[src/rtl/cpu_ctrl_pkg.sv]
// Shared encodings for the hardwired control sequencer: opcodes, ALU functions,
// instruction classes, sequencer states and the per-class final execute step.
package cpu_ctrl_pkg;

    localparam int unsigned OpLd   = 0;
    localparam int unsigned OpLdi  = 1;
    localparam int unsigned OpSt   = 2;
    localparam int unsigned OpAdd  = 3;
    localparam int unsigned OpSub  = 4;
    localparam int unsigned OpAnd  = 5;
    localparam int unsigned OpOr   = 6;
    localparam int unsigned OpShr  = 7;
    localparam int unsigned OpShl  = 8;
    localparam int unsigned OpRor  = 9;
    localparam int unsigned OpRol  = 10;
    localparam int unsigned OpAddi = 11;
    localparam int unsigned OpAndi = 12;
    localparam int unsigned OpOri  = 13;
    localparam int unsigned OpMul  = 14;
    localparam int unsigned OpDiv  = 15;
    localparam int unsigned OpNeg  = 16;
    localparam int unsigned OpNot  = 17;
    localparam int unsigned OpBr   = 18;
    localparam int unsigned OpJr   = 19;
    localparam int unsigned OpJal  = 20;
    localparam int unsigned OpIn   = 21;
    localparam int unsigned OpOut  = 22;
    localparam int unsigned OpMfhi = 23;
    localparam int unsigned OpMflo = 24;
    localparam int unsigned OpNop  = 25;
    localparam int unsigned OpHalt = 26;

    localparam logic [4:0] ALU_NOP = 5'd0;
    localparam logic [4:0] ALU_ADD = 5'd1;
    localparam logic [4:0] ALU_SUB = 5'd2;
    localparam logic [4:0] ALU_AND = 5'd3;
    localparam logic [4:0] ALU_OR  = 5'd4;
    localparam logic [4:0] ALU_SHR = 5'd5;
    localparam logic [4:0] ALU_SHL = 5'd6;
    localparam logic [4:0] ALU_ROR = 5'd7;
    localparam logic [4:0] ALU_ROL = 5'd8;
    localparam logic [4:0] ALU_MUL = 5'd9;
    localparam logic [4:0] ALU_DIV = 5'd10;
    localparam logic [4:0] ALU_NEG = 5'd11;
    localparam logic [4:0] ALU_NOT = 5'd12;

    typedef enum logic [3:0] {
        ClsNop, ClsLdi, ClsImm, ClsAlu, ClsMulDiv, ClsUnary, ClsLd, ClsSt,
        ClsBr, ClsJr, ClsJal, ClsMfhi, ClsMflo, ClsIn, ClsOut, ClsHalt
    } instr_cls_e;

    typedef enum logic [3:0] {
        StIdle, StT0, StT1, StT2, StT3, StT4, StT5, StT6, StT7, StHalt
    } state_e;

    typedef struct packed {
        logic mar;
        logic z;
        logic pc;
        logic mdr;
        logic ir;
        logic y;
        logic lo;
        logic hi;
        logic r_in;
        logic outport;
        logic con;
        logic ram_write;
        logic pc_inc;
    } wr_en_t;

    // Index of the last execute step; nop and illegal still spend one empty T3
    // because the IR is only loaded on the final edge of T2.
    function automatic logic [2:0] last_step(input instr_cls_e cls);
        logic [2:0] s;
        case (cls)
            ClsLdi, ClsImm, ClsAlu: s = 3'd5;
            ClsMulDiv, ClsBr:       s = 3'd6;
            ClsUnary, ClsJal:       s = 3'd4;
            ClsLd, ClsSt:           s = 3'd7;
            default:                s = 3'd3;
        endcase
        return s;
    endfunction

endpackage

[src/rtl/op_decoder.sv]
// Combinational opcode decoder: maps the IR opcode field onto an instruction
// class, the ALU function used by its compute step, and a legality flag.
module op_decoder
    import cpu_ctrl_pkg::*;
#(
    parameter int unsigned OPC_W = 5
) (
    input  logic [OPC_W-1:0] opcode_i,
    output instr_cls_e       cls_o,
    output logic [4:0]       alu_op_o,
    output logic             legal_o
);

    logic [31:0] opc;
    assign opc = 32'(opcode_i);

    always_comb begin
        cls_o    = ClsNop;
        alu_op_o = ALU_NOP;
        legal_o  = 1'b1;
        case (opc)
            OpLd:   begin cls_o = ClsLd;     alu_op_o = ALU_ADD; end
            OpLdi:  begin cls_o = ClsLdi;    alu_op_o = ALU_ADD; end
            OpSt:   begin cls_o = ClsSt;     alu_op_o = ALU_ADD; end
            OpAdd:  begin cls_o = ClsAlu;    alu_op_o = ALU_ADD; end
            OpSub:  begin cls_o = ClsAlu;    alu_op_o = ALU_SUB; end
            OpAnd:  begin cls_o = ClsAlu;    alu_op_o = ALU_AND; end
            OpOr:   begin cls_o = ClsAlu;    alu_op_o = ALU_OR;  end
            OpShr:  begin cls_o = ClsAlu;    alu_op_o = ALU_SHR; end
            OpShl:  begin cls_o = ClsAlu;    alu_op_o = ALU_SHL; end
            OpRor:  begin cls_o = ClsAlu;    alu_op_o = ALU_ROR; end
            OpRol:  begin cls_o = ClsAlu;    alu_op_o = ALU_ROL; end
            OpAddi: begin cls_o = ClsImm;    alu_op_o = ALU_ADD; end
            OpAndi: begin cls_o = ClsImm;    alu_op_o = ALU_AND; end
            OpOri:  begin cls_o = ClsImm;    alu_op_o = ALU_OR;  end
            OpMul:  begin cls_o = ClsMulDiv; alu_op_o = ALU_MUL; end
            OpDiv:  begin cls_o = ClsMulDiv; alu_op_o = ALU_DIV; end
            OpNeg:  begin cls_o = ClsUnary;  alu_op_o = ALU_NEG; end
            OpNot:  begin cls_o = ClsUnary;  alu_op_o = ALU_NOT; end
            OpBr:   begin cls_o = ClsBr;     alu_op_o = ALU_ADD; end
            OpJr:   cls_o = ClsJr;
            OpJal:  cls_o = ClsJal;
            OpIn:   cls_o = ClsIn;
            OpOut:  cls_o = ClsOut;
            OpMfhi: cls_o = ClsMfhi;
            OpMflo: cls_o = ClsMflo;
            OpNop:  cls_o = ClsNop;
            OpHalt: cls_o = ClsHalt;
            default: legal_o = 1'b0;
        endcase
    end

endmodule

[src/rtl/control_sequencer.sv]
// Hardwired control unit: fetch T0-T2 then an opcode-selected execute sequence,
// with configurable cycles per step, memory wait states, halt and illegal opcodes.
module control_sequencer #(
    parameter int unsigned STEP_HOLD = 2,
    parameter int unsigned OPC_W     = 5,
    parameter int unsigned ALU_OP_W  = 5,
    parameter int unsigned MEM_WAIT  = 1
) (
    input  logic                clk,
    input  logic                clr,
    input  logic                run,
    input  logic [31:0]         ir,
    input  logic                con_ff,
    input  logic                mem_ready,
    output logic                pc_out,
    output logic                zlo_out,
    output logic                zhi_out,
    output logic                hi_out,
    output logic                lo_out,
    output logic                mdr_out,
    output logic                inport_out,
    output logic                c_sign_extended_out,
    output logic                ba_out,
    output logic                r_out,
    output logic                mar_enable,
    output logic                z_enable,
    output logic                pc_enable,
    output logic                mdr_enable,
    output logic                ir_enable,
    output logic                y_enable,
    output logic                lo_enable,
    output logic                hi_enable,
    output logic                r_in,
    output logic                outport_enable,
    output logic                con_enable,
    output logic                read,
    output logic                ram_write,
    output logic                pc_increment,
    output logic                gra,
    output logic                grb,
    output logic                grc,
    output logic [ALU_OP_W-1:0] alu_op,
    output logic [2:0]          step,
    output logic                halted,
    output logic                illegal
);
    import cpu_ctrl_pkg::*;

    localparam int unsigned    CntW    = (STEP_HOLD > 1) ? $clog2(STEP_HOLD) : 1;
    localparam logic [CntW-1:0] HoldMax = CntW'(STEP_HOLD - 1);

    state_e          state_q, state_d;
    logic [CntW-1:0] cnt_q, cnt_d;

    instr_cls_e cls;
    logic [4:0] dec_alu;
    logic       legal;

    op_decoder #(
        .OPC_W (OPC_W)
    ) u_op_decoder (
        .opcode_i (ir[31:32-OPC_W]),
        .cls_o    (cls),
        .alu_op_o (dec_alu),
        .legal_o  (legal)
    );

    logic unused_ir;
    assign unused_ir = ^ir[31-OPC_W:0];

    logic [3:0] st_raw;
    logic       in_t;
    logic [2:0] cur_step;
    logic       mem_step;
    logic       fin;
    logic       last;
    logic       fire;

    assign st_raw   = state_q;
    assign in_t     = (state_q != StIdle) && (state_q != StHalt);
    assign cur_step = in_t ? 3'(st_raw - 4'(StT0)) : 3'd0;
    assign mem_step = (state_q == StT1) || (state_q == StT6 && cls == ClsLd) ||
                      (state_q == StT7 && cls == ClsSt);
    // Final cycle of a step; memory steps additionally wait for mem_ready.
    assign fin      = in_t && (cnt_q == HoldMax) &&
                      (!mem_step || (MEM_WAIT == 0) || mem_ready);
    assign last     = (cur_step >= 3'd3) && (cur_step == last_step(cls));
    assign fire     = fin && !clr;

    always_ff @(posedge clk) begin
        state_q <= state_d;
        cnt_q   <= cnt_d;
    end

    always_comb begin
        state_d = state_q;
        cnt_d   = cnt_q;
        if (clr) begin
            state_d = StIdle;
            cnt_d   = '0;
        end else begin
            case (state_q)
                StIdle: if (run) state_d = StT0;
                StHalt: state_d = StHalt;
                default: begin
                    if (fin) begin
                        cnt_d = '0;
                        if (last) begin
                            if (cls == ClsHalt) state_d = StHalt;
                            else                state_d = run ? StT0 : StIdle;
                        end else begin
                            state_d = state_e'(st_raw + 4'd1);
                        end
                    end else if (cnt_q != HoldMax) begin
                        cnt_d = cnt_q + CntW'(1);
                    end
                end
            endcase
        end
    end

    wr_en_t     we;
    logic [4:0] alu_sel;

    always_comb begin
        we                  = '0;
        alu_sel             = ALU_NOP;
        pc_out              = 1'b0;
        zlo_out             = 1'b0;
        zhi_out             = 1'b0;
        hi_out              = 1'b0;
        lo_out              = 1'b0;
        mdr_out             = 1'b0;
        inport_out          = 1'b0;
        c_sign_extended_out = 1'b0;
        ba_out              = 1'b0;
        r_out               = 1'b0;
        read                = 1'b0;
        gra                 = 1'b0;
        grb                 = 1'b0;
        grc                 = 1'b0;
        halted              = 1'b0;
        if (!clr) begin
            case (state_q)
                StT0: begin pc_out = 1'b1; we.mar = 1'b1; we.pc_inc = 1'b1; we.z = 1'b1; end
                StT1: begin zlo_out = 1'b1; read = 1'b1; we.pc = 1'b1; we.mdr = 1'b1; end
                StT2: begin mdr_out = 1'b1; we.ir = 1'b1; end
                StHalt: halted = 1'b1;
                StIdle: ;
                default: begin
                    case (cls)
                        ClsLdi, ClsImm, ClsLd, ClsSt: begin
                            case (cur_step)
                                3'd3: begin
                                    grb = 1'b1; we.y = 1'b1;
                                    if (cls == ClsImm) r_out = 1'b1;
                                    else               ba_out = 1'b1;
                                end
                                3'd4: begin
                                    c_sign_extended_out = 1'b1; alu_sel = dec_alu; we.z = 1'b1;
                                end
                                3'd5: begin
                                    zlo_out = 1'b1;
                                    if (cls == ClsLd || cls == ClsSt) begin
                                        we.mar = 1'b1;
                                    end else begin
                                        gra = 1'b1; we.r_in = 1'b1;
                                    end
                                end
                                3'd6: begin
                                    we.mdr = 1'b1;
                                    if (cls == ClsLd) read = 1'b1;
                                    else begin gra = 1'b1; r_out = 1'b1; end
                                end
                                3'd7: begin
                                    if (cls == ClsLd) begin
                                        mdr_out = 1'b1; gra = 1'b1; we.r_in = 1'b1;
                                    end else begin
                                        we.ram_write = 1'b1;
                                    end
                                end
                                default: ;
                            endcase
                        end
                        ClsAlu: begin
                            case (cur_step)
                                3'd3: begin grb = 1'b1; r_out = 1'b1; we.y = 1'b1; end
                                3'd4: begin
                                    grc = 1'b1; r_out = 1'b1; alu_sel = dec_alu; we.z = 1'b1;
                                end
                                3'd5: begin zlo_out = 1'b1; gra = 1'b1; we.r_in = 1'b1; end
                                default: ;
                            endcase
                        end
                        ClsMulDiv: begin
                            case (cur_step)
                                3'd3: begin gra = 1'b1; r_out = 1'b1; we.y = 1'b1; end
                                3'd4: begin
                                    grb = 1'b1; r_out = 1'b1; alu_sel = dec_alu; we.z = 1'b1;
                                end
                                3'd5: begin zlo_out = 1'b1; we.lo = 1'b1; end
                                3'd6: begin zhi_out = 1'b1; we.hi = 1'b1; end
                                default: ;
                            endcase
                        end
                        ClsUnary: begin
                            case (cur_step)
                                3'd3: begin
                                    grb = 1'b1; r_out = 1'b1; alu_sel = dec_alu; we.z = 1'b1;
                                end
                                3'd4: begin zlo_out = 1'b1; gra = 1'b1; we.r_in = 1'b1; end
                                default: ;
                            endcase
                        end
                        ClsBr: begin
                            case (cur_step)
                                3'd3: begin gra = 1'b1; r_out = 1'b1; we.con = 1'b1; end
                                3'd4: begin pc_out = 1'b1; we.y = 1'b1; end
                                3'd5: begin
                                    c_sign_extended_out = 1'b1; alu_sel = dec_alu; we.z = 1'b1;
                                end
                                3'd6: begin zlo_out = 1'b1; we.pc = con_ff; end
                                default: ;
                            endcase
                        end
                        ClsJr: if (cur_step == 3'd3) begin
                            gra = 1'b1; r_out = 1'b1; we.pc = 1'b1;
                        end
                        ClsJal: begin
                            case (cur_step)
                                3'd3: begin pc_out = 1'b1; grb = 1'b1; we.r_in = 1'b1; end
                                3'd4: begin gra = 1'b1; r_out = 1'b1; we.pc = 1'b1; end
                                default: ;
                            endcase
                        end
                        ClsMfhi: begin hi_out = 1'b1; gra = 1'b1; we.r_in = 1'b1; end
                        ClsMflo: begin lo_out = 1'b1; gra = 1'b1; we.r_in = 1'b1; end
                        ClsIn:   begin inport_out = 1'b1; gra = 1'b1; we.r_in = 1'b1; end
                        ClsOut:  begin gra = 1'b1; r_out = 1'b1; we.outport = 1'b1; end
                        default: ;
                    endcase
                end
            endcase
        end
    end

    assign mar_enable     = we.mar & fire;
    assign z_enable       = we.z & fire;
    assign pc_enable      = we.pc & fire;
    assign mdr_enable     = we.mdr & fire;
    assign ir_enable      = we.ir & fire;
    assign y_enable       = we.y & fire;
    assign lo_enable      = we.lo & fire;
    assign hi_enable      = we.hi & fire;
    assign r_in           = we.r_in & fire;
    assign outport_enable = we.outport & fire;
    assign con_enable     = we.con & fire;
    assign ram_write      = we.ram_write & fire;
    assign pc_increment   = we.pc_inc & fire;

    assign alu_op  = ALU_OP_W'(alu_sel);
    assign step    = clr ? 3'd0 : cur_step;
    assign illegal = !clr && (state_q == StT3) && (cnt_q == '0) && !legal;

endmodule
[config.mk]
export PLATFORM = sky130hd
export DESIGN_NAME = control_sequencer
export DESIGN_NICKNAME = d
export VERILOG_FILES = /design/src/rtl/cpu_ctrl_pkg.sv /design/src/rtl/op_decoder.sv /design/src/rtl/control_sequencer.sv
export SDC_FILE = /design/constraint.sdc
export NUM_CORES = 1
export LEC_CHECK = 0
export ABC_AREA = 0
export CAP_MARGIN = 20
export CELL_PAD_IN_SITES_DETAIL_PLACEMENT = 1
export CELL_PAD_IN_SITES_GLOBAL_PLACEMENT = 1
export CORE_ASPECT_RATIO = 2
export CORE_UTILIZATION = 31
export DETAILED_ROUTE_END_ITERATION = 7
export GPL_TIMING_DRIVEN = 0
export HOLD_SLACK_MARGIN = 0.05
export PLACE_DENSITY = 0.85
export SLEW_MARGIN = 10
export SYNTH_ARGS = -nofsm -noshare
export SYNTH_HDL_FRONTEND = slang
export SYNTH_HIERARCHICAL = 1
export SYNTH_SLANG_ARGS = --single-unit
[constraint.sdc]
create_clock -name clk -period 7.3 [get_ports clk]
set_input_delay 1.46 -clock clk [delete_from_list [all_inputs] [get_ports clk]]
set_output_delay 1.46 -clock clk [all_outputs]
set_load 0.01 [all_outputs]
==> metrics, run 1 <==
post-layout worst setup margin=0.744 ns; # Max-Cap Violations=0; largest fanout on the critical path=10; number of distinct library cells after synthesis=66; worst path arrival time=a little over 5 ns; average size of a mapped cell=6.33 um^2; relative area change from synthesis to final layout=33.2%; post-synthesis register bit count=5; DR DRC count=0; most used flip-flop cell after synthesis=sky130_fd_sc_hd__dfxtp_1; async set or reset register ratio after synthesis=0; fraction of layout cells with a size suffix above 1=0.0594; Die H=107 um; CP max stage delay=0.55 ns; share of synthesized cell area in and, or, nand and nor gates=0.426; part of the total power dissipated in the clock network=0.194; total inserted antenna cells=0; Detailed Place HPWL=5560 um; post-CTS resize count=0; starting utilization of the core area=0.320; CP required=5.84 ns; switching part of the total=0.504; Internal Power=0.135 mW; DRT Pass-1 Iters=4; number of cells produced by synthesis=about 270; Register Area=100 um^2; Synth Net Count=313; Post-Syn Area=~0.0017 mm^2; number of CTS-inserted buffers=3; number of synthesized flops with an enable pin=0; Setup Buffers After CTS=0; Compound-Gate Fraction of Synth Area=0.343; clock transition at the registers of the reported paths=roughly 0.040 ns; number of nets in the layout=363; power share of the combinational group=0.676; total clock sinks=5; transition at the pin with the smallest max-transition slack=0.737 ns; cell mode on critical path=sky130_fd_sc_hd__clkdlybuf4s50_1; row cnt=38; multiplexer fraction of the synthesized cell area=0.0292; multi-input logic area=0.00147 mm^2; H-tree depth=1; type of the worst setup path=in2out; startpoint types=input port; total global routing overflow=0; post-synthesis sequential area ratio=0.0583; CP Capture Type=primary output; detailed router's first-iteration violation count=48; Final Power=around 0.27 mW; final count of hold timing violations=0; Placement Setup Slack=0.827 ns; routed wire length per instance=18.4 um; DRT antenna net count=0; switching pwr=0.137 mW; clock insertion delay at the later pin of the skew report=0.22 ns; minimum clock period=6.56 ns; post-synth top area share=0.0671; final-layout fill cell count=between 700 and 800; maximum number of pins on one net before global-route repair=11; core area=0.00537 mm^2; count of final setup violators=0; Total Routing Usage GR=0.248; reg-to-reg setup timing slack=4.18 ns; count of input and output buffers=45; post-synthesis adder-cell area fraction=0.0364; P per Cell Area=approximately 120 mW/mm^2; dominant combinational cell family by area after synthesis=simple AND/OR/NAND/NOR gates; yosys warns=6; number of ports placed on the die boundary=between 70 and 80; Min-Delay Path Class=reg2reg; RSZ-0062 raised after global routing=false; die width=54.6 um; routability congestion estimate=0.950; first-pass GRT wire length=11,000 um; Crit path buffers/inverters=4; number of pins with negative max-slew slack in the final report=0; initial antenna violation count=0; Top Family by Delay on Critical Path=buffers and inverters; number of vias per cell after detailed routing=6.06; buffers from clock root to sink, at most=2; worst clock skew on the final layout=between 0.002 and 0.003 ns; worst path cell trace=clkdlybuf4s50_1, clkbuf_1, nor3b_1, o32a_1, buf_2, nor2b_1, nand2b_1, a21oi_1, a32oi_1, a31oi_1, clkdlybuf4s50_1; via count of the first global-routing pass=2,349; Rel. slew slack=0.509; Total Negative Setup Slacks=0 ns; clock root buffer=sky130_fd_sc_hd__clkbuf_8; fraction of the cycle the final worst path needs=0.898; wire length after detailed routing=6980 um; number of standard cells in the layout, taps in and fillers out=between 300 and 400; worst supply voltage drop on vdd=~0.13 mV; TritonCTS clock tree=built; leading area contributor after synthesis=sky130_fd_sc_hd__a21oi_1; overall die area=a little under 0.006 mm^2; library cell contributing the largest single delay on the critical path=sky130_fd_sc_hd__clkdlybuf4s50_1; Max Clk Rate=153 MHz; vias post-DR=2,303; run status=complete, no violations; CTS Hold Buffers Added=0; synth top area cells=sky130_fd_sc_hd__a21oi_1 6.7%, sky130_fd_sc_hd__nor2_1 6.3%, sky130_fd_sc_hd__dfxtp_1 5.8%, sky130_fd_sc_hd__nand2b_1 4.7%, sky130_fd_sc_hd__nand3_1 4.7%; number of placed cells counting well taps=376; leakage=slightly below 0.8 nW; Reg power frac=0.130; fraction of synthesized cell area in xor and xnor cells=0.0204
power by group through the flow:
stage          Sequential [mW]  Combinational, mW  Clock [mW]
2_1_floorplan           0.0342              0.124           0
3_3_place_gp            0.0355              0.174           0
3_5_place_dp            0.0356              0.180           0
4_1_cts                 0.0354              0.181      0.0526
5_1_grt                 0.0357              0.198      0.0543
6_report                0.0354              0.184      0.0527
cells in the final DEF (no fill, tap or decap), types with 2 or more instances in the layout:
master,instances
sky130_fd_sc_hd__a32oi_1,2
sky130_fd_sc_hd__nand4b_1,2
sky130_fd_sc_hd__or2_1,2
sky130_fd_sc_hd__o21a_1,2
sky130_fd_sc_hd__ha_1,5
sky130_fd_sc_hd__nor4_1,7
sky130_fd_sc_hd__mux2i_1,5
sky130_fd_sc_hd__nor3b_1,2
sky130_fd_sc_hd__nor2b_1,10
sky130_fd_sc_hd__o221ai_1,2
sky130_fd_sc_hd__o21ai_0,14
sky130_fd_sc_hd__xnor2_1,2
sky130_fd_sc_hd__clkbuf_1,13
sky130_fd_sc_hd__buf_2,6
sky130_fd_sc_hd__xor2_1,2
sky130_fd_sc_hd__a21o_1,2
sky130_fd_sc_hd__nand3_1,16
sky130_fd_sc_hd__and3_1,6
sky130_fd_sc_hd__or4b_1,2
sky130_fd_sc_hd__nor3_1,12
sky130_fd_sc_hd__a21boi_1,2
sky130_fd_sc_hd__and2_1,8
sky130_fd_sc_hd__buf_4,3
sky130_fd_sc_hd__a21oi_1,23
sky130_fd_sc_hd__buf_6,2
sky130_fd_sc_hd__clkdlybuf4s50_1,45
sky130_fd_sc_hd__clkbuf_8,3
sky130_fd_sc_hd__a31oi_1,2
sky130_fd_sc_hd__nand2b_1,13
sky130_fd_sc_hd__o2bb2ai_1,2
sky130_fd_sc_hd__nand2_1,20
sky130_fd_sc_hd__nor2_1,29
sky130_fd_sc_hd__dfxtp_1,5
sky130_fd_sc_hd__o21ai_1,8
sky130_fd_sc_hd__a221oi_1,2
sky130_fd_sc_hd__inv_1,7
sequential cells by signal, indices dropped and copies added, names as in the netlist:
name    flops
st_raw      4
cnt_q       1
layer usage:
metal  up-vias  GRT usage  wire length [um]
li1       1106          -                 -
met1      1109      0.253              2660
met2        66      0.469              3960
met3        22     0.0213               183
met4         0     0.0971               182
met5         -          0                 0
per-stage QoR:
step | hold slack (ns) | cell area (um^2) | utilization
6_report | 0.558 | 2290 | 0.426
5_1_grt | 0.593 | 2290 | 0.426
4_1_cts | 0.560 | 2290 | 0.426
3_5_place_dp | 0.555 | 2240 | 0.417
3_3_place_gp | 0.539 | 2240 | 0.417
2_1_floorplan | 0.497 | 1720 | -
worst paths after layout:
path	endpoint	from	cells after the start
worst max register to register	st_raw[1]$_SDFFE_PP0P_	st_raw[0]$_SDFFE_PP0P_	10
worst min register to register	st_raw[1]$_SDFFE_PP0P_	st_raw[1]$_SDFFE_PP0P_	2
worst min-delay path	st_raw[1]$_SDFFE_PP0P_	st_raw[1]$_SDFFE_PP0P_	2
worst max-delay path	gra	ir[29]	11
cells in the mapped netlist, types with 6 or more instances:
cell                       instances
sky130_fd_sc_hd__a21oi_1          23
sky130_fd_sc_hd__and2_1            8
sky130_fd_sc_hd__and3_1            6
sky130_fd_sc_hd__buf_2             6
sky130_fd_sc_hd__clkbuf_1         12
sky130_fd_sc_hd__inv_1             7
sky130_fd_sc_hd__nand2_1          20
sky130_fd_sc_hd__nand2b_1         13
sky130_fd_sc_hd__nand3_1          16
sky130_fd_sc_hd__nor2_1           29
sky130_fd_sc_hd__nor2b_1          10
sky130_fd_sc_hd__nor3_1           12
sky130_fd_sc_hd__nor4_1            7
sky130_fd_sc_hd__o21ai_0          14
sky130_fd_sc_hd__o21ai_1           8
cells by family after synthesis:
| group | count (synthesis) |
|---|---|
| other cells | 1 |
| xor+xnor | 4 |
| fa+ha+maj | 5 |
| buf+inv | 30 |
| simple gates | 137 |
| compound gates | 84 |
| flops | 5 |
| mux | 5 |
worst register-to-register path, stage by stage, from the launching register on:
cell	delay, ns
sky130_fd_sc_hd__dfxtp_1	0.37
sky130_fd_sc_hd__clkbuf_1	0.39
sky130_fd_sc_hd__inv_1	0.18
sky130_fd_sc_hd__ha_1	0.31
sky130_fd_sc_hd__clkbuf_1	0.36
sky130_fd_sc_hd__nor2_1	0.19
sky130_fd_sc_hd__o21a_1	0.24
sky130_fd_sc_hd__mux2i_1	0.24
sky130_fd_sc_hd__a21oi_2	0.11
sky130_fd_sc_hd__or4b_1	0.52
sky130_fd_sc_hd__a21oi_1	0.13
final cells by class:
type	instances	area share
multi-input combinational	236	0.643
timing repair buffer	45	0.197
buffer	23	0.0525
sequential	5	0.0438
tap	60	0.0328
clock buffer	4	0.0197
inverter	7	0.0115
No activity file was read; power rests on OpenSTA's default activity.
==> run 2, diff against run 1 <==
--- a/config.mk
+++ b/config.mk
@@ -15,6 +15,7 @@
 export GPL_TIMING_DRIVEN = 0
 export HOLD_SLACK_MARGIN = 0.05
 export PLACE_DENSITY = 0.85
+export RECOVER_POWER = 25
 export SLEW_MARGIN = 10
 export SYNTH_ARGS = -nofsm -noshare
 export SYNTH_HDL_FRONTEND = slang
==> run 2 against run 1 <==
  * Highest routed layer unchanged
  * Critical endpoint unchanged
  * Largest power group unchanged
  * Register-to-register slack worse by 0.05 ns
  * Maximum frequency decreased by 1.6%
  * Core utilization decreased by 0.093 points
  * Wire length about the same
  * Clock power about the same
==> metrics, run 2 (synthesis gave the netlist of run 1 again) <==
DR DRC count=0; routability congestion estimate=0.950; wire length after detailed routing=~7000 um; commonest non-fill, non-tap cell in the layout=sky130_fd_sc_hd__clkdlybuf4s50_1; number of pins with negative max-slew slack in the final report=0; first-pass GRT wire length=approximately 11,000 um; routed wire length per instance=18.4 um; buffers from clock root to sink, at most=2; RSZ-0062 raised after global routing=false; Min-Delay Path Class=reg2reg; vias post-DR=2,309; row cnt=38; flip-flop count of the largest register after layout=4; worst supply voltage drop on vdd=about 0.13 mV; die width=54.6 um; number of placed cells counting well taps=376; DRT antenna net count=0; via count of the first global-routing pass=2,349; number of CTS-inserted buffers=3; clock insertion delay at the later pin of the skew report=between 0.2 and 0.25 ns; Detailed Place HPWL=5560 um; count of input and output buffers=45; maximum number of pins on one net before global-route repair=11; overall die area=0.00586 mm^2; commonest cells after routing, fill and taps aside=39 x sky130_fd_sc_hd__clkdlybuf4s50_1, 29 x sky130_fd_sc_hd__nor2_1, 24 x sky130_fd_sc_hd__a21oi_1; minimum clock period=between 6 and 7 ns; Register Area=around 100 um^2; multi-input logic area=0.00147 mm^2; total inserted antenna cells=0; final-layout fill cell count=751; transition at the pin with the smallest max-transition slack=0.738 ns; DRT Pass-1 Iters=4; cell area after layout=0.00228 mm^2; detailed router's first-iteration violation count=50; starting utilization of the core area=0.320; Total Routing Usage GR=0.248; type of the worst setup path=in2out; Setup Buffers After CTS=0; number of nets in the layout=363; number of ports placed on the die boundary=74; leakage=between 0.7 and 0.8 nW; CP required=5.84 ns; total global routing overflow=0; fraction of the cycle the final worst path needs=0.913; count of final setup violators=0; Max Clk Rate=150 MHz; Rel. slew slack=0.508; worst clock skew on the final layout=0.00280 ns; Total Negative Setup Slacks=0 ns; Die H=107 um; clock transition at the registers of the reported paths=0.04 ns; startpoint types=input port; worst path arrival time=5.20 ns; number of standard cells in the layout, taps in and fillers out=380; P per Cell Area=119 mW/mm^2; Area after DPL=0.00224 mm^2; TritonCTS clock tree=built; relative area change from synthesis to final layout=32.9%; final count of hold timing violations=0; fraction of layout cells with a size suffix above 1=0.0531; largest fanout on the critical path=10; CP Capture Type=primary output; H-tree depth=1; core area=between 0.005 and 0.006 mm^2; # Max-Cap Violations=0; CTS Hold Buffers Added=0; total clock sinks=5; clock root buffer=sky130_fd_sc_hd__clkbuf_8; initial antenna violation count=0; post-CTS resize count=0; run status=complete, no violations; number of vias per cell after detailed routing=6.08
## run 2: layout make-up
class                      instances  area share
clock buffer                       4      0.0197
multi-input combinational        236       0.643
inverter                           7      0.0115
sequential                         5      0.0439
timing repair buffer              45       0.197
buffer                            23      0.0521
tap                               60      0.0329
## run 2: stage by stage
step                      setup slack, ns  utilization  hold slack (ns)  power, mW
after global placement              0.871        0.417            0.539      0.210
after detailed placement            0.827        0.417            0.555      0.216
after floorplan                      2.32            -            0.497      0.158
after CTS                           0.821        0.426            0.560      0.269
after global routing                0.479        0.425            0.593      0.287
final                               0.635        0.425            0.558      0.271
## run 2: critical path: stages
cell	delay [ns]
sky130_fd_sc_hd__dlygate4sd3_1	0.61
sky130_fd_sc_hd__clkbuf_1	0.25
sky130_fd_sc_hd__nor3b_1	0.33
sky130_fd_sc_hd__o32a_1	0.38
sky130_fd_sc_hd__buf_2	0.29
sky130_fd_sc_hd__nor2b_1	0.30
sky130_fd_sc_hd__nand2b_1	0.16
sky130_fd_sc_hd__a21oi_1	0.49
sky130_fd_sc_hd__a32oi_1	0.19
sky130_fd_sc_hd__a31oi_1	0.19
sky130_fd_sc_hd__clkdlybuf4s50_1	0.55
## run 2: path summary, 6_finish.rpt
kind | start | to | slack [ns] | cells past startpoint
worst max-delay path | ir[29] | gra | 0.64 | 11
worst min-delay path | st_raw[1]$_SDFFE_PP0P_ | st_raw[1]$_SDFFE_PP0P_ | 0.56 | 2
worst max register to register | st_raw[0]$_SDFFE_PP0P_ | st_raw[3]$_SDFFE_PP0P_ | 4.13 | 10
worst min register to register | st_raw[1]$_SDFFE_PP0P_ | st_raw[1]$_SDFFE_PP0P_ | 0.56 | 2
## run 2: metal layers
metal  global-route usage  part of all wire
met5                    0                 0
met4               0.0971             0.026
met3               0.0213             0.026
met2                0.469              0.57
met1                0.253              0.38
## run 2: where the power goes
group	switching (mW)	internal (mW)	leakage (nW)	total (mW)
clock	0.0150	0.0376	0.0228	0.0526
sequential	0.00486	0.0306	0.0409	0.0355
combinational	0.117	0.0659	0.727	0.183
total	0.137	0.134	0.790	0.271
